===== src/rtl/lsu_pkg.sv =====
// rtl/lsu_pkg.sv - funct3 codes, memory enable codes and FSM states for the load/store unit
package lsu_pkg;

    localparam logic [2:0] F3_B  = 3'b000;
    localparam logic [2:0] F3_H  = 3'b001;
    localparam logic [2:0] F3_W  = 3'b010;
    localparam logic [2:0] F3_BU = 3'b100;
    localparam logic [2:0] F3_HU = 3'b101;

    localparam logic [1:0] WE_READ = 2'b00;
    localparam logic [1:0] WE_WORD = 2'b01;
    localparam logic [1:0] WE_BYTE = 2'b10;

    typedef enum logic [2:0] {
        ST_IDLE,
        ST_RD_LO,
        ST_RD_HI,
        ST_CAPTURE,
        ST_WR_LO,
        ST_WR_HI,
        ST_RESP
    } lsu_state_e;

endpackage


===== src/rtl/lsu_lane_align.sv =====
// rtl/lsu_lane_align.sv - byte-lane load extraction and store merge over a two-word window
import lsu_pkg::*;

module lsu_lane_align (
    input  logic [1:0]  offset_i,
    input  logic [2:0]  funct3_i,
    input  logic [63:0] window_i,
    input  logic [31:0] store_data_i,
    output logic [31:0] load_data_o,
    output logic [63:0] store_window_o
);

    logic [31:0] shifted;
    logic [7:0]  lane_mask;
    logic [63:0] bit_mask;
    logic [63:0] data_pos;

    // Shift the {hi,lo} window down to the access offset, extend loads, and merge store bytes in place
    always_comb begin
        shifted = 32'(window_i >> {offset_i, 3'b000});
        case (funct3_i)
            F3_B:    load_data_o = {{24{shifted[7]}}, shifted[7:0]};
            F3_H:    load_data_o = {{16{shifted[15]}}, shifted[15:0]};
            F3_BU:   load_data_o = {24'h0, shifted[7:0]};
            F3_HU:   load_data_o = {16'h0, shifted[15:0]};
            default: load_data_o = shifted;
        endcase

        case (funct3_i[1:0])
            2'b00:   lane_mask = 8'h01 << offset_i;
            2'b01:   lane_mask = 8'h03 << offset_i;
            default: lane_mask = 8'h0F << offset_i;
        endcase

        for (int i = 0; i < 8; i++) begin
            bit_mask[i*8 +: 8] = {8{lane_mask[i]}};
        end
        data_pos       = {32'h0, store_data_i} << {offset_i, 3'b000};
        store_window_o = (window_i & ~bit_mask) | (data_pos & bit_mask);
    end

endmodule


===== src/rtl/lsu_mem_ctrl.sv =====
// rtl/lsu_mem_ctrl.sv - RV32 load/store sequencer with read-modify-write and word-split handling
import lsu_pkg::*;

module lsu_mem_ctrl #(
    parameter int ADDR_W = 16
) (
    input  logic              CLK,
    input  logic              RST,
    input  logic              req_valid,
    output logic              req_ready,
    input  logic              req_we,
    input  logic [2:0]        req_funct3,
    input  logic [31:0]       req_addr,
    input  logic [31:0]       req_wdata,
    output logic              resp_valid,
    output logic [31:0]       resp_rdata,
    output logic              resp_err,
    output logic [ADDR_W-1:0] mem_addr,
    output logic [31:0]       mem_wdata,
    output logic [1:0]        mem_we,
    input  logic [31:0]       mem_rdata
);

    lsu_state_e        state_q;
    logic              we_q;
    logic              split_q;
    logic [2:0]        f3_q;
    logic [1:0]        off_q;
    logic [ADDR_W-1:0] w0_q;
    logic [ADDR_W-1:0] w1;
    logic [31:0]       wdata_q;
    logic [31:0]       lo_q, hi_q, lo_d, hi_d;
    logic [ADDR_W-1:0] mem_addr_q;
    logic [31:0]       mem_wdata_q;
    logic [1:0]        mem_we_q;
    logic              resp_valid_q;
    logic              resp_err_q;
    logic [31:0]       resp_rdata_q;
    logic [ADDR_W-1:0] req_w0;
    logic              req_illegal;
    logic              req_split;
    logic              req_sw_aligned;
    logic [31:0]       load_data;
    logic [63:0]       store_window;
    logic              unused_addr_hi;

    assign req_w0         = req_addr[ADDR_W+1:2];
    assign w1             = w0_q + ADDR_W'(1);
    assign unused_addr_hi = ^req_addr[31:ADDR_W+2];

    assign req_ready  = (state_q == ST_IDLE) && !RST;
    assign resp_valid = resp_valid_q;
    assign resp_rdata = resp_rdata_q;
    assign resp_err   = resp_err_q;
    assign mem_addr   = mem_addr_q;
    assign mem_wdata  = mem_wdata_q;
    assign mem_we     = RST ? WE_READ : mem_we_q;

    // Decode the incoming request: legality, word-crossing, and the no-read aligned word store
    always_comb begin
        if (req_we) begin
            req_illegal = req_funct3[2];
        end else begin
            req_illegal = (req_funct3 == 3'b011) || (req_funct3[2:1] == 2'b11);
        end
        case (req_funct3[1:0])
            2'b00:   req_split = 1'b0;
            2'b01:   req_split = (req_addr[1:0] == 2'b11);
            default: req_split = (req_addr[1:0] != 2'b00);
        endcase
        req_sw_aligned = req_we && (req_funct3 == F3_W) && (req_addr[1:0] == 2'b00);
    end

    // Next buffer contents: read data lands one cycle after its address, low word first
    always_comb begin
        lo_d = lo_q;
        hi_d = hi_q;
        if (state_q == ST_RD_HI) begin
            lo_d = mem_rdata;
        end else if (state_q == ST_CAPTURE) begin
            if (split_q) begin
                hi_d = mem_rdata;
            end else begin
                lo_d = mem_rdata;
            end
        end
    end

    // Aligner sees the buffers as they will be after this edge, so CAPTURE can hand off directly
    lsu_lane_align u_align (
        .offset_i       (off_q),
        .funct3_i       (f3_q),
        .window_i       ({hi_d, lo_d}),
        .store_data_i   (wdata_q),
        .load_data_o    (load_data),
        .store_window_o (store_window)
    );

    // Sequencer: outputs are registered on entry to the state that uses them
    always_ff @(posedge CLK) begin
        if (RST) begin
            state_q      <= ST_IDLE;
            we_q         <= 1'b0;
            split_q      <= 1'b0;
            f3_q         <= 3'b000;
            off_q        <= 2'b00;
            w0_q         <= '0;
            wdata_q      <= 32'h0;
            lo_q         <= 32'h0;
            hi_q         <= 32'h0;
            mem_addr_q   <= '0;
            mem_wdata_q  <= 32'h0;
            mem_we_q     <= WE_READ;
            resp_valid_q <= 1'b0;
            resp_err_q   <= 1'b0;
            resp_rdata_q <= 32'h0;
        end else begin
            lo_q         <= lo_d;
            hi_q         <= hi_d;
            mem_we_q     <= WE_READ;
            resp_valid_q <= 1'b0;
            case (state_q)
                ST_IDLE: begin
                    if (req_valid) begin
                        we_q    <= req_we;
                        f3_q    <= req_funct3;
                        off_q   <= req_addr[1:0];
                        w0_q    <= req_w0;
                        wdata_q <= req_wdata;
                        split_q <= req_split;
                        if (req_illegal) begin
                            state_q      <= ST_RESP;
                            resp_valid_q <= 1'b1;
                            resp_err_q   <= 1'b1;
                            resp_rdata_q <= 32'h0;
                        end else if (req_sw_aligned) begin
                            state_q     <= ST_WR_LO;
                            mem_addr_q  <= req_w0;
                            mem_wdata_q <= req_wdata;
                            mem_we_q    <= WE_WORD;
                        end else begin
                            state_q    <= ST_RD_LO;
                            mem_addr_q <= req_w0;
                        end
                    end
                end
                ST_RD_LO: begin
                    if (split_q) begin
                        state_q    <= ST_RD_HI;
                        mem_addr_q <= w1;
                    end else begin
                        state_q <= ST_CAPTURE;
                    end
                end
                ST_RD_HI: state_q <= ST_CAPTURE;
                ST_CAPTURE: begin
                    if (we_q) begin
                        state_q     <= ST_WR_LO;
                        mem_addr_q  <= w0_q;
                        mem_wdata_q <= store_window[31:0];
                        mem_we_q    <= WE_WORD;
                    end else begin
                        state_q      <= ST_RESP;
                        resp_valid_q <= 1'b1;
                        resp_err_q   <= 1'b0;
                        resp_rdata_q <= load_data;
                    end
                end
                ST_WR_LO: begin
                    if (split_q) begin
                        state_q     <= ST_WR_HI;
                        mem_addr_q  <= w1;
                        mem_wdata_q <= store_window[63:32];
                        mem_we_q    <= WE_WORD;
                    end else begin
                        state_q      <= ST_RESP;
                        resp_valid_q <= 1'b1;
                        resp_err_q   <= 1'b0;
                        resp_rdata_q <= 32'h0;
                    end
                end
                ST_WR_HI: begin
                    state_q      <= ST_RESP;
                    resp_valid_q <= 1'b1;
                    resp_err_q   <= 1'b0;
                    resp_rdata_q <= 32'h0;
                end
                ST_RESP: state_q <= ST_IDLE;
                default: state_q <= ST_IDLE;
            endcase
        end
    end

endmodule


===== config.mk =====
export PLATFORM = sky130hd
export DESIGN_NAME = lsu_mem_ctrl
export DESIGN_NICKNAME = d
export VERILOG_FILES = /design/src/rtl/lsu_pkg.sv /design/src/rtl/lsu_lane_align.sv /design/src/rtl/lsu_mem_ctrl.sv
export SDC_FILE = /design/constraint.sdc
export NUM_CORES = 1
export LEC_CHECK = 0
export BUFFER_PORTS_ARGS = -buffer_cell sky130_fd_sc_hd__buf_4
export CAP_MARGIN = 20
export CORE_MARGIN = 2
export CORE_UTILIZATION = 56
export DETAILED_ROUTE_END_ITERATION = 8
export PLACE_DENSITY = 0.86
export SLEW_MARGIN = 10
export SYNTH_ARGS = -nofsm -noshare
export SYNTH_HDL_FRONTEND = slang
export SYNTH_SLANG_ARGS = --single-unit

===== constraint.sdc =====
create_clock -name CLK -period 2.93 [get_ports CLK]
set_input_delay 0.4395 -clock CLK [delete_from_list [all_inputs] [get_ports CLK]]
set_output_delay 0.4395 -clock CLK [all_outputs]
set_load 0.01 [all_outputs]

==> metrics.txt, run 1 <==
YS warnings 0; hold_sp req_addr[17]; Vias/cell 6.34; share of cells above drive strength 1 21.2%; Worst-path clk slew 0.06 ns; # IOs 188; critical path startpoint category register; Sw Ratio 38.3%; Comb pwr share 38.5%; LEAKAGE 0.00500 uW; CTS Sinks 205; root buf cell clkbuf_16; Die ar. 0.0199 sq mm; clock network latency to the later pin of the worst-skew pair 0.52 ns; Worst Tran Pin Value 1.16 ns; Post-Synth Simple-Gate Area 19.1%; first-pass GRT wire length 53700 um; clock buffer depth 3; Nets 1526; drt pass-1 iters 6; power per cell area 822 mW/mm^2; WP data arrival 3.07 ns; Initial Util 56.6%; H-tree Lvls 1; Seq/Total Area, Yosys 39.0%; VDD IR max 426 uV; worst setup margin 0.223 ns; Crit. Startpoint state_q[1]$_SDFFE_PP0P_; routed via count 10604; Sw Pwr 4050 uW; worst min path class in2reg; antenna violations before repair 0; post-CTS repair timing setup buffer count 0; synthesized area per cell 8.18 sq um; # DRC 0; Routed WL 34700 um; worst-path fanout max 11; vias in the first global route 9974; per-cell routed wire length 20.8 um; Compound-Gate Fraction of Synth Area 22.2%; DIE HEIGHT 141 um; Seq cells post-synth 205; Post-Synth Adder-Cell Area 0.119%; TritonCTS clock tree built; DR iter-0 viols 1472; final setup TNS 0 ns; Die X 141 um; hold_buf cts 0; Crit Path Category reg2reg; Synth Instances 1286; DRT antenna net count 0; Post-Place Worst Slack 0.309 ns; post_cts resized 0; All-Layer GR Usage 33.8%; largest family of logic cells by synthesized area compound AO/OA/AOI/OAI gates; HPWL after detailed placement 24300 um; Clock power frac 27.4%; fillers 1441; Hold Vio Cnt, Final 0; synthesized area 0.0105 sq mm; IO Port Bufs 172; status completed; RePlAce Congestion 0.956; ys async rst share 0%; Area Overhead vs Synth 22.2%; Worst Path Required 3.29 ns; EDFF count, synth 0; Peak Freq 0.369 GHz; Tmin final 2.71 ns; core area 0.0186 sq mm; Setup Skew 0.0164 ns; CTS buffer count 23; Synth Net Count 1390; Yosys cell types 61; Reg2Reg Launch Point state_q[1]$_SDFFE_PP0P_; CP Capture Type register; relative slew slack 22.6%; mux cell area share after synthesis 13.5%; final hold slack 0.176 ns; Setup violations, final 0; RSZ-0062 raised after global routing no; largest net degree at the start of global routing 92; total gr overflow 0; Power Total 10600 uW; max-slew violation count 0; Post-Synth XOR/XNOR Area 1.17%; sequential share of power 34.1%; Antenna Cells 0; Int Pwr 6520 uW; reg2reg setup slack 0.22 ns; Final period util 92.4%; # Max-Cap Violations 0; Top FF cell, synth dfxtp_1; # rows 50
==> per-stage QoR <==
| stage | area (sq um) | utilization (%) | instances |
|---|---|---|---|
| after floorplan | 10500 | - | 1286 |
| after global placement | 12100 | 65.2 | 1631 |
| after detailed placement | 12100 | 65.2 | 1631 |
| after CTS | 12900 | 69.2 | 1673 |
| after global routing | 12900 | 69.2 | 1673 |
| final | 12900 | 69.2 | 1673 |
==> cells in the final DEF, fill, tap and decap left out, types with 9 or more instances in the layout <==
master | synthesis | final
a2111oi_0 | 9 | 9
a211oi_1 | 77 | 76
a21oi_1 | 121 | 120
a221oi_1 | 12 | 12
a22o_1 | 15 | 15
a22oi_1 | 16 | 16
buf_4 | 3 | 223
clkbuf_16 | 0 | 23
dfxtp_1 | 205 | 203
inv_1 | 9 | 9
mux2_2 | 14 | 14
mux2i_1 | 86 | 86
mux4_2 | 18 | 18
nand2_1 | 224 | 224
nand3_1 | 12 | 12
nor2_1 | 151 | 151
nor2b_1 | 22 | 22
nor3_1 | 29 | 29
o211ai_1 | 13 | 13
o21ai_0 | 33 | 33
o22ai_1 | 13 | 13
xnor2_1 | 10 | 10
==> synthesized netlist by cell type (10+ instances only) <==
cell type,n,area share [%]
o22ai_1,13,0.77
nor2_1,151,5.4
dfxtp_1,205,39
nor2b_1,22,1.3
a221oi_1,12,1.0
clkbuf_1,81,2.9
o21ai_0,33,1.6
mux2_2,14,1.5
mux2i_1,86,8.2
a22o_1,15,1.2
buf_2,13,0.62
a211oi_1,77,5.5
nand3_1,12,0.57
o211ai_1,13,0.93
xnor2_1,10,0.83
nor3_1,29,1.4
buf_1,17,0.61
mux4_2,18,3.9
a22oi_1,16,1.1
a21oi_1,121,5.8
nand2_1,224,8.0
==> cell families (layout without fill, tap and decap cells) <==
family	after synthesis	count (layout)
AOI/OAI and AO/OA	350	350
DFF	205	205
xor gates and xnor gates	14	14
and+or+nand+nor	472	472
adders and majority gates	1	1
muxes	118	118
buffers and inverters	125	278
other	1	1
==> worst max-delay path: stages (launching register included) <==
cell and delay [ns]:
dfxtp_1 0.50, nand2b_1 0.16, a21oi_4 0.29, buf_4 0.31
mux2i_1 0.43, a211oi_1 0.13, a2111oi_0 0.48, buf_4 0.20
nor3_1 0.04
==> layer usage <==
layer | global-route usage (%) | part of all wire [%] | up-vias
li1 | - | - | 4895
met3 | 4.25 | 9.5 | 138
met4 | 18.2 | 6.1 | 0
met5 | 0 | 0 | -
met2 | 57.0 | 47 | 638
met1 | 42.4 | 37 | 4933
==> path summary, 6_finish.rpt <==
kind,to,cells after the start
setup reg to reg,mem_wdata[23]$_SDFFE_PP0P_,8
setup / recovery,mem_wdata[23]$_SDFFE_PP0P_,8
hold / removal,w0_q[15]$_SDFFE_PP0P_,3
hold reg to reg,mem_addr[5]$_SDFFE_PP0P_,2
==> sequential cells by signal (all words and copies together), names as in the netlist, 2 cells and up <==
signal,flops
hi_q,32
lo_q,32
mem_wdata,32
resp_rdata,32
wdata_q,32
mem_addr,16
w0_q,16
f3_q,3
state_q,3
off_q,2
==> layout make-up <==
class	instances	area (sq um)	share of cell area (%)
clock buffers	35	661	5.14
flip-flops and latches	205	4110	32.0
well taps	234	293	2.28
inverters	10	37.5	0.292
clock inverters	7	88.8	0.691
multi-input cells	956	5930	46.2
repair buffers	226	1730	13.5
==> power groups by stage <==
stage	Sequential, uW	Combinational (uW)	Clock [uW]
after floorplan	3540	2600	0
after global placement	3620	3890	0
after detailed placement	3640	3950	0
after CTS	3580	3980	2910
after global routing	3640	4370	3010
final	3600	4070	2900
Power figures use the tool's default switching activity.
==> inputs of run 2 (changes only) <==
==> constraint.sdc (replaced) <==
create_clock -name CLK -period 2.93 [get_ports CLK]
set_input_delay 0.1465 -clock CLK [delete_from_list [all_inputs] [get_ports CLK]]
set_output_delay 0.1465 -clock CLK [all_outputs]
set_load 0.01 [all_outputs]
==> run 2 against run 1 <==
Combinational power rose by 4%. Clock skew rose by 0.00086 ns. Cell area rose by 5.9%. Via count rose by 5.1%. Non-clock buffer count rose by 70. Clock-buffer cell count fell by 3. Wire length rose by 6.7%. Sequential cell count did not move. Power rose by 2.7%. Critical path depth did not move. Register-to-register slack barely moved. Critical endpoint is now mem_wdata[5]$_SDFFE_PP0P_.
==> metrics.txt, run 2 (same netlist as run 1, synthesis figures left out) <==
Final period util 91.9% (-0.51 points); Setup violations, final 0 (unchanged); Die X 141 um (unchanged); Sw Ratio 38.3% (-0.045 points); final setup TNS 0 ns (unchanged); status completed; Hold Vio Cnt, Final 0 (unchanged); WP data arrival 3.11 ns (+0.04 ns); RSZ-0062 raised after global routing no; IO Port Bufs 172 (unchanged); Power Total 10900 uW (+2.7%); Sw Pwr 4160 uW (+2.6%); # rows 50 (unchanged); most common cell after layout, fill and taps aside nand2_1; per-cell routed wire length 21.3 um (+2.5%); share of cells above drive strength 1 20.4% (-0.82 points); Comb pwr share 38.8% (+0.3 points); # Max-Cap Violations 0 (unchanged); max-slew violation count 0 (unchanged); vias in the first global route 10596 (+6.2%); Tmin final 2.69 ns (-0.0149 ns); Worst-path clk slew 0.07 ns (about the same); most frequent cells in the layout 224 x nand2_1, 220 x buf_4, 203 x dfxtp_1; core area 0.0186 sq mm (unchanged); Reg2Reg Launch Point state_q[1]$_SDFFE_PP0P_; drt pass-1 iters 6 (unchanged); Nets 1595 (+4.5%); Crit Path Category reg2reg; All-Layer GR Usage 36.0% (+2.2 points); Routed WL 37100 um (+6.7%); critical path startpoint category register; HPWL after detailed placement 24200 um (-0.25%); root buf cell clkbuf_16; largest net degree at the start of global routing 176 (+91%); worst min path class in2reg; DRT antenna net count 0 (unchanged); first-pass GRT wire length 57200 um (+6.5%); sequential share of power 33.2% (-0.9 points); Vias/cell 6.40 (+0.99%); # IOs 188 (unchanged); power per cell area 797 mW/mm^2 (-3.1%); hold path cells 3 (unchanged); H-tree Lvls 1 (unchanged); DR iter-0 viols 1374 (-6.7%); Initial Util 56.6% (unchanged); hold_sp mem_rdata[6]; final hold slack 0.0125 ns (-0.164 ns); Antenna Cells 0 (unchanged); DIE HEIGHT 141 um (unchanged); worst-path fanout max 27 (+16); Worst Tran Pin Value 1.13 ns (-0.0237 ns); Area Overhead vs Synth 29.5%; relative slew slack 24.2% (+1.6 points); worst reg2reg path depth 8 (unchanged); reg2reg setup slack 0.24 ns (about the same); Reg-to-Reg End mem_wdata[5]$_SDFFE_PP0P_; CTS Sinks 205 (unchanged); VDD IR max 481 uV (+13%); LEAKAGE 0.00533 uW (+6.4%); WHS Endpoint hi_q[6]$_SDFF_PP0_; Die ar. 0.0199 sq mm (unchanged); post_cts resized 0 (unchanged); # DRC 0 (unchanged); Int Pwr 6700 uW (+2.8%); Worst Path Required 3.35 ns (+0.06 ns); CP Capture Type register; RePlAce Congestion 0.952 (-0.40%); Clock power frac 27.9% (+0.5 points); post-CTS repair timing setup buffer count 0 (unchanged); TritonCTS clock tree built; antenna violations before repair 0 (unchanged); Setup Skew 0.0172 ns (+0.000855 ns); clock network latency to the later pin of the worst-skew pair 0.53 ns (about the same); hold_buf cts 72 (+72); total gr overflow 0 (unchanged); Peak Freq 0.371 GHz (+0.55%); routed via count 11144 (+5.1%); CTS buffer count 22 (-4.3%); clock buffer depth 3 (unchanged)
run 2: cell count changes in the layout (fill, tap and decap cells not counted):
cell           before  now
clkbuf_1            8    2
buf_12              3    4
clkbuf_8            4    8
bufinv_16           2    3
dlygate4sd3_1       0   72
buf_4             223  220
clkbuf_16          23   22
inv_6               1    0
clkinv_8            0    1
run 2: worst max-delay path, cell delays in order (launching register included):
cell and delay, ns:
dfxtp_1 0.36, buf_4 0.24, nand2_1 0.12, nor2_1 0.05, buf_4 0.19, nor2_1 0.87, buf_4 0.35, a221oi_1 0.11
a211oi_1 0.28
run 2: stage by stage:
stage	worst slack, ns	cells	area (sq um)	util (%)
6_report	0.238	1741	13600	73.3
5_1_grt	0.0868	1741	13600	73.3
4_1_cts	0.326	1741	13600	73.3
3_5_place_dp	0.348	1629	12100	65.2
3_3_place_gp	0.373	1629	12100	65.2
2_1_floorplan	0.669	1286	10500	-
run 2: power groups by stage:
stage / sequential [uW] / combinational [uW] / clock (uW)
6_report: 3610 / 4220 / 3030
5_1_grt: 3640 / 4470 / 3150
4_1_cts: 3580 / 4070 / 3030
3_5_place_dp: 3630 / 3960 / 0
3_3_place_gp: 3620 / 3880 / 0
2_1_floorplan: 3540 / 2600 / 0
run 2: worst max-delay path by stage:
stage / start / to / slack (ns) / depth (start not counted)
floorplan: split_q$_SDFFE_PP0P_ / resp_rdata[21]$_SDFFE_PP0P_ / 0.67 / 8
global placement: split_q$_SDFFE_PP0P_ / resp_rdata[19]$_SDFFE_PP0P_ / 0.37 / 6
detailed placement: split_q$_SDFFE_PP0P_ / resp_rdata[21]$_SDFFE_PP0P_ / 0.35 / 6
CTS: split_q$_SDFFE_PP0P_ / resp_rdata[18]$_SDFFE_PP0P_ / 0.33 / 6
global route: state_q[1]$_SDFFE_PP0P_ / mem_wdata[15]$_SDFFE_PP0P_ / 0.09 / 9
finish: state_q[1]$_SDFFE_PP0P_ / mem_wdata[5]$_SDFFE_PP0P_ / 0.24 / 8
run 2: cell type report:
type	count	area, sq um
flip-flops and latches	205	4110
clock buffers	32	668
clock inverters	8	126
multi-input cells	956	5930
fillers	1279	4960
repair buffers	296	2450
well taps	234	293
inverters	10	37.5
run 2: metal layers:
| metal | track usage, % | vias to the layer above | share of wire (%) |
|---|---|---|---|
| li1 | - | 5015 | - |
| met5 | 0 | - | 0 |
| met3 | 5.60 | 207 | 10 |
| met4 | 21.7 | 0 | 7.3 |
| met1 | 42.6 | 5146 | 35 |
| met2 | 61.9 | 776 | 48 |
==> inputs of run 3 (changes only) <==
--- a/config.mk
+++ b/config.mk
@@ -5,12 +5,13 @@
 export SDC_FILE = /design/constraint.sdc
 export NUM_CORES = 1
 export LEC_CHECK = 0
+export ABC_AREA = 1
 export BUFFER_PORTS_ARGS = -buffer_cell sky130_fd_sc_hd__buf_4
 export CAP_MARGIN = 20
 export CORE_MARGIN = 2
-export CORE_UTILIZATION = 56
+export CORE_UTILIZATION = 57
 export DETAILED_ROUTE_END_ITERATION = 8
-export PLACE_DENSITY = 0.86
+export PLACE_DENSITY = 0.87
 export SLEW_MARGIN = 10
 export SYNTH_ARGS = -nofsm -noshare
 export SYNTH_HDL_FRONTEND = slang
==> run 3 against run 2 <==
Utilization is 0.81 points higher. Worst hold slack lost 0.0087 ns. Largest cell class unchanged. Sequential share of layout area up 0.46 points. Sequential power increased by 9.1%. Worst setup slack gained 0.13 ns. Sequential cell count stayed put. Critical path depth up 3. Final cell count grew 16%. First-iteration DRC count increased by 9.8%. Wire length up 8.7%. Power is 26% higher. Via count rose by 11%.
==> metrics.txt, run 3 <==
status completed; first-pass GRT wire length 62500 um (+9.3%); ys async rst share 0% (unchanged); max-slew violation count 0 (unchanged); # Max-Cap Violations 0 (unchanged); most frequent cell after synthesis nand2_1; VDD IR max 841 uV (+75%); most common cell after layout, fill and taps aside nand2_1; YS warnings 0 (unchanged); largest net degree at the start of global routing 94 (-47%); Tmin final 2.56 ns (-0.127 ns); Top FF cell, synth dfxtp_1; Seq/Total Area, Yosys 38.7% (-0.31 points); WP data arrival 2.95 ns (-0.16 ns); clock buffer depth 3 (unchanged); # DRC 0 (unchanged); antenna violations before repair 0 (unchanged); relative slew slack 44.6% (+20 points); H-tree Lvls 1 (unchanged); RePlAce Congestion 1.01 (+5.9%); # rows 49 (-2.0%); total gr overflow 0 (unchanged); Final period util 87.5% (-4.3 points); worst-path fanout max 16 (-41%); LEAKAGE 0.00586 uW (+10%); Commonest cells post-synth 347 x nand2_1, 205 x dfxtp_1, 201 x o21ai_0; DRT antenna net count 0 (unchanged); routed via count 12354 (+11%); most frequent cells in the layout 347 x nand2_1, 214 x buf_4, 204 x dfxtp_1; Peak Freq 0.390 GHz (+5.0%); worst min path class in2reg; synthesized area per cell 6.68 sq um (-18%); Setup Skew 0.0121 ns (-0.00510 ns); Hold Vio Cnt, Final 0 (unchanged); Setup violations, final 0 (unchanged); DP Area 0.0121 sq mm (-0.39%); Synth Instances 1588 (+23%); TritonCTS clock tree built; HPWL after detailed placement 27000 um (+12%); Crit Path Category reg2reg; Worst Path Required 3.32 ns (-0.03 ns); Yosys cell types 45 (-26%); power per cell area 1020 mW/mm^2 (+28%); CTS buffer count 23 (+4.5%); Yosys top cell area share 38.7% (-0.31 points); All-Layer GR Usage 40.0% (+4.0 points); sequence of cells on the critical path nand2_2 -> nor2_8 -> buf_4 -> nand2_2 -> nand2_1 -> nor2_1 -> nand2_1 -> clkinv_1 -> buf_4 -> o211ai_1 -> inv_1; CTS Sinks 205 (unchanged); share of cells above drive strength 1 17.1% (-3.3 points); Seq cells post-synth 205 (unchanged); Nets 1882 (+18%); Worst path slowest cell clkinv_1; clock network latency to the later pin of the worst-skew pair 0.51 ns (-0.02 ns); Worst Tran Pin Value 0.831 ns (-0.301 ns); Die ar. 0.0197 sq mm (-0.93%); DR iter-0 viols 1509 (+9.8%); IO Port Bufs 172 (unchanged); fin area 0.0134 sq mm (-1.6%); EDFF count, synth 0 (unchanged); vias in the first global route 11469 (+8.2%); Routed WL 40300 um (+8.7%); Worst-path clk slew 0.07 ns (about the same); CP max stage delay 0.46 ns (-0.41 ns); DIE HEIGHT 140 um (-0.47%); RSZ-0062 raised after global routing no; drt pass-1 iters 6 (unchanged); Largest delay share family, worst path buffers and inverters; synthesized area 0.0106 sq mm (+0.81%); Vias/cell 6.11 (-4.6%); # IOs 188 (unchanged); final setup TNS 0 ns (unchanged); ranking of synthesized cells by area dfxtp_1 39%, nand2_1 12%, o21ai_0 9.5%; Synth Net Count 1692 (+22%); Initial Util 58.6% (+2.0 points); Area Overhead vs Synth 26.4%; largest area contributor in the netlist dfxtp_1; root buf cell clkbuf_16; Antenna Cells 0 (unchanged); Die X 140 um (-0.47%); CP bufs+invs 4 (+1); per-cell routed wire length 19.9 um (-6.5%); critical path startpoint category register; CP Capture Type register; core area 0.0181 sq mm (-2.7%)
==> run 3: changes by cell type after synthesis, sizes merged, moves of 16 or more <==
cell    change
o21ai     +181
inv       +147
nand2     +139
nand3      +91
mux2i      -86
a211oi     -77
a21oi      +62
a31oi      +29
nor2       -29
nor3       -23
nor2b      -22
clkbuf     -21
mux4       -18
nand4      +16
==> run 3: worst min-delay path: cells and delay by family <==
family                 cells  cell delay, ns
AND/OR/NAND/NOR            1            0.06
AO/OA/AOI/OAI              1            0.11
buffers and inverters      1            0.13
==> run 3: metal layers <==
metal | routed length, um | global-route usage (%) | up-vias
met3 | 4590 | 6.32 | 150
met5 | 0 | 0 | -
met1 | 15700 | 53.7 | 5641
li1 | - | - | 5690
met4 | 2200 | 19.0 | 0
met2 | 17800 | 63.3 | 873
==> run 3: stage by stage <==
step,instances,hold WS [ns],power [uW],util [%],setup slack (ns)
6_report,2023,0.00384,13600,74.1,0.365
5_1_grt,2023,0.0261,14400,74.1,0.181
4_1_cts,2022,0.00404,13300,74.1,0.537
3_5_place_dp,1928,0.385,10200,66.7,0.565
3_3_place_gp,1928,0.380,10100,66.7,0.626
2_1_floorplan,1588,0.281,8030,-,1.15
==> run 3: final cells by class <==
class / count / area [sq um]
multi-input combinational: 1120 / 5430
fill: 1400 / 4680
sequential: 205 / 4110
timing repair buffer: 269 / 2180
clock buffer: 30 / 662
inverter: 159 / 597
tap: 229 / 287
clock inverter: 11 / 148
==> run 3: worst paths after layout <==
| kind | end | startpoint | cells after the start | slack (ns) |
|---|---|---|---|---|
| worst max-delay path | mem_addr[15]$_SDFFE_PP0P_ | state_q[1]$_SDFFE_PP0P_ | 11 | 0.37 |
| worst min-delay path | mem_wdata[28]$_SDFFE_PP0P_ | req_wdata[28] | 3 | 0.004 |
| worst max register to register | mem_addr[15]$_SDFFE_PP0P_ | state_q[1]$_SDFFE_PP0P_ | 11 | 0.37 |
| worst min register to register | wdata_q[11]$_SDFFE_PP0P_ | wdata_q[11]$_SDFFE_PP0P_ | 2 | 0.46 |
==> run 3: power by group <==
part	switching (uW)	total, uW	leakage (uW)	internal, uW
registers	449	3940	0.00167	3490
logic	4590	6590	0.00380	1990
clock network	1240	3100	0.000387	1860
==> run 3: repair_timing <==
item | CTS | global route
endpoints found under the hold margin | 96 | 0
buffers inserted | 0 | 0
gates resized for setup | 0 | 0
hold buffers | 53 | 0
==> run 3: logic make-up (layout without fill, tap and decap cells) <==
logic type | Yosys count | count (layout) | share of synthesized area [%]
AO/OA/AOI/OAI | 487 | 487 | 25.3
adder cells (fa/ha/maj) | 1 | 1 | 0.118
buffers and inverters | 263 | 469 | 10.1
flip-flops | 205 | 205 | 38.7
other | 1 | 1 | 0.0354
AND/OR/NAND/NOR | 631 | 631 | 25.7
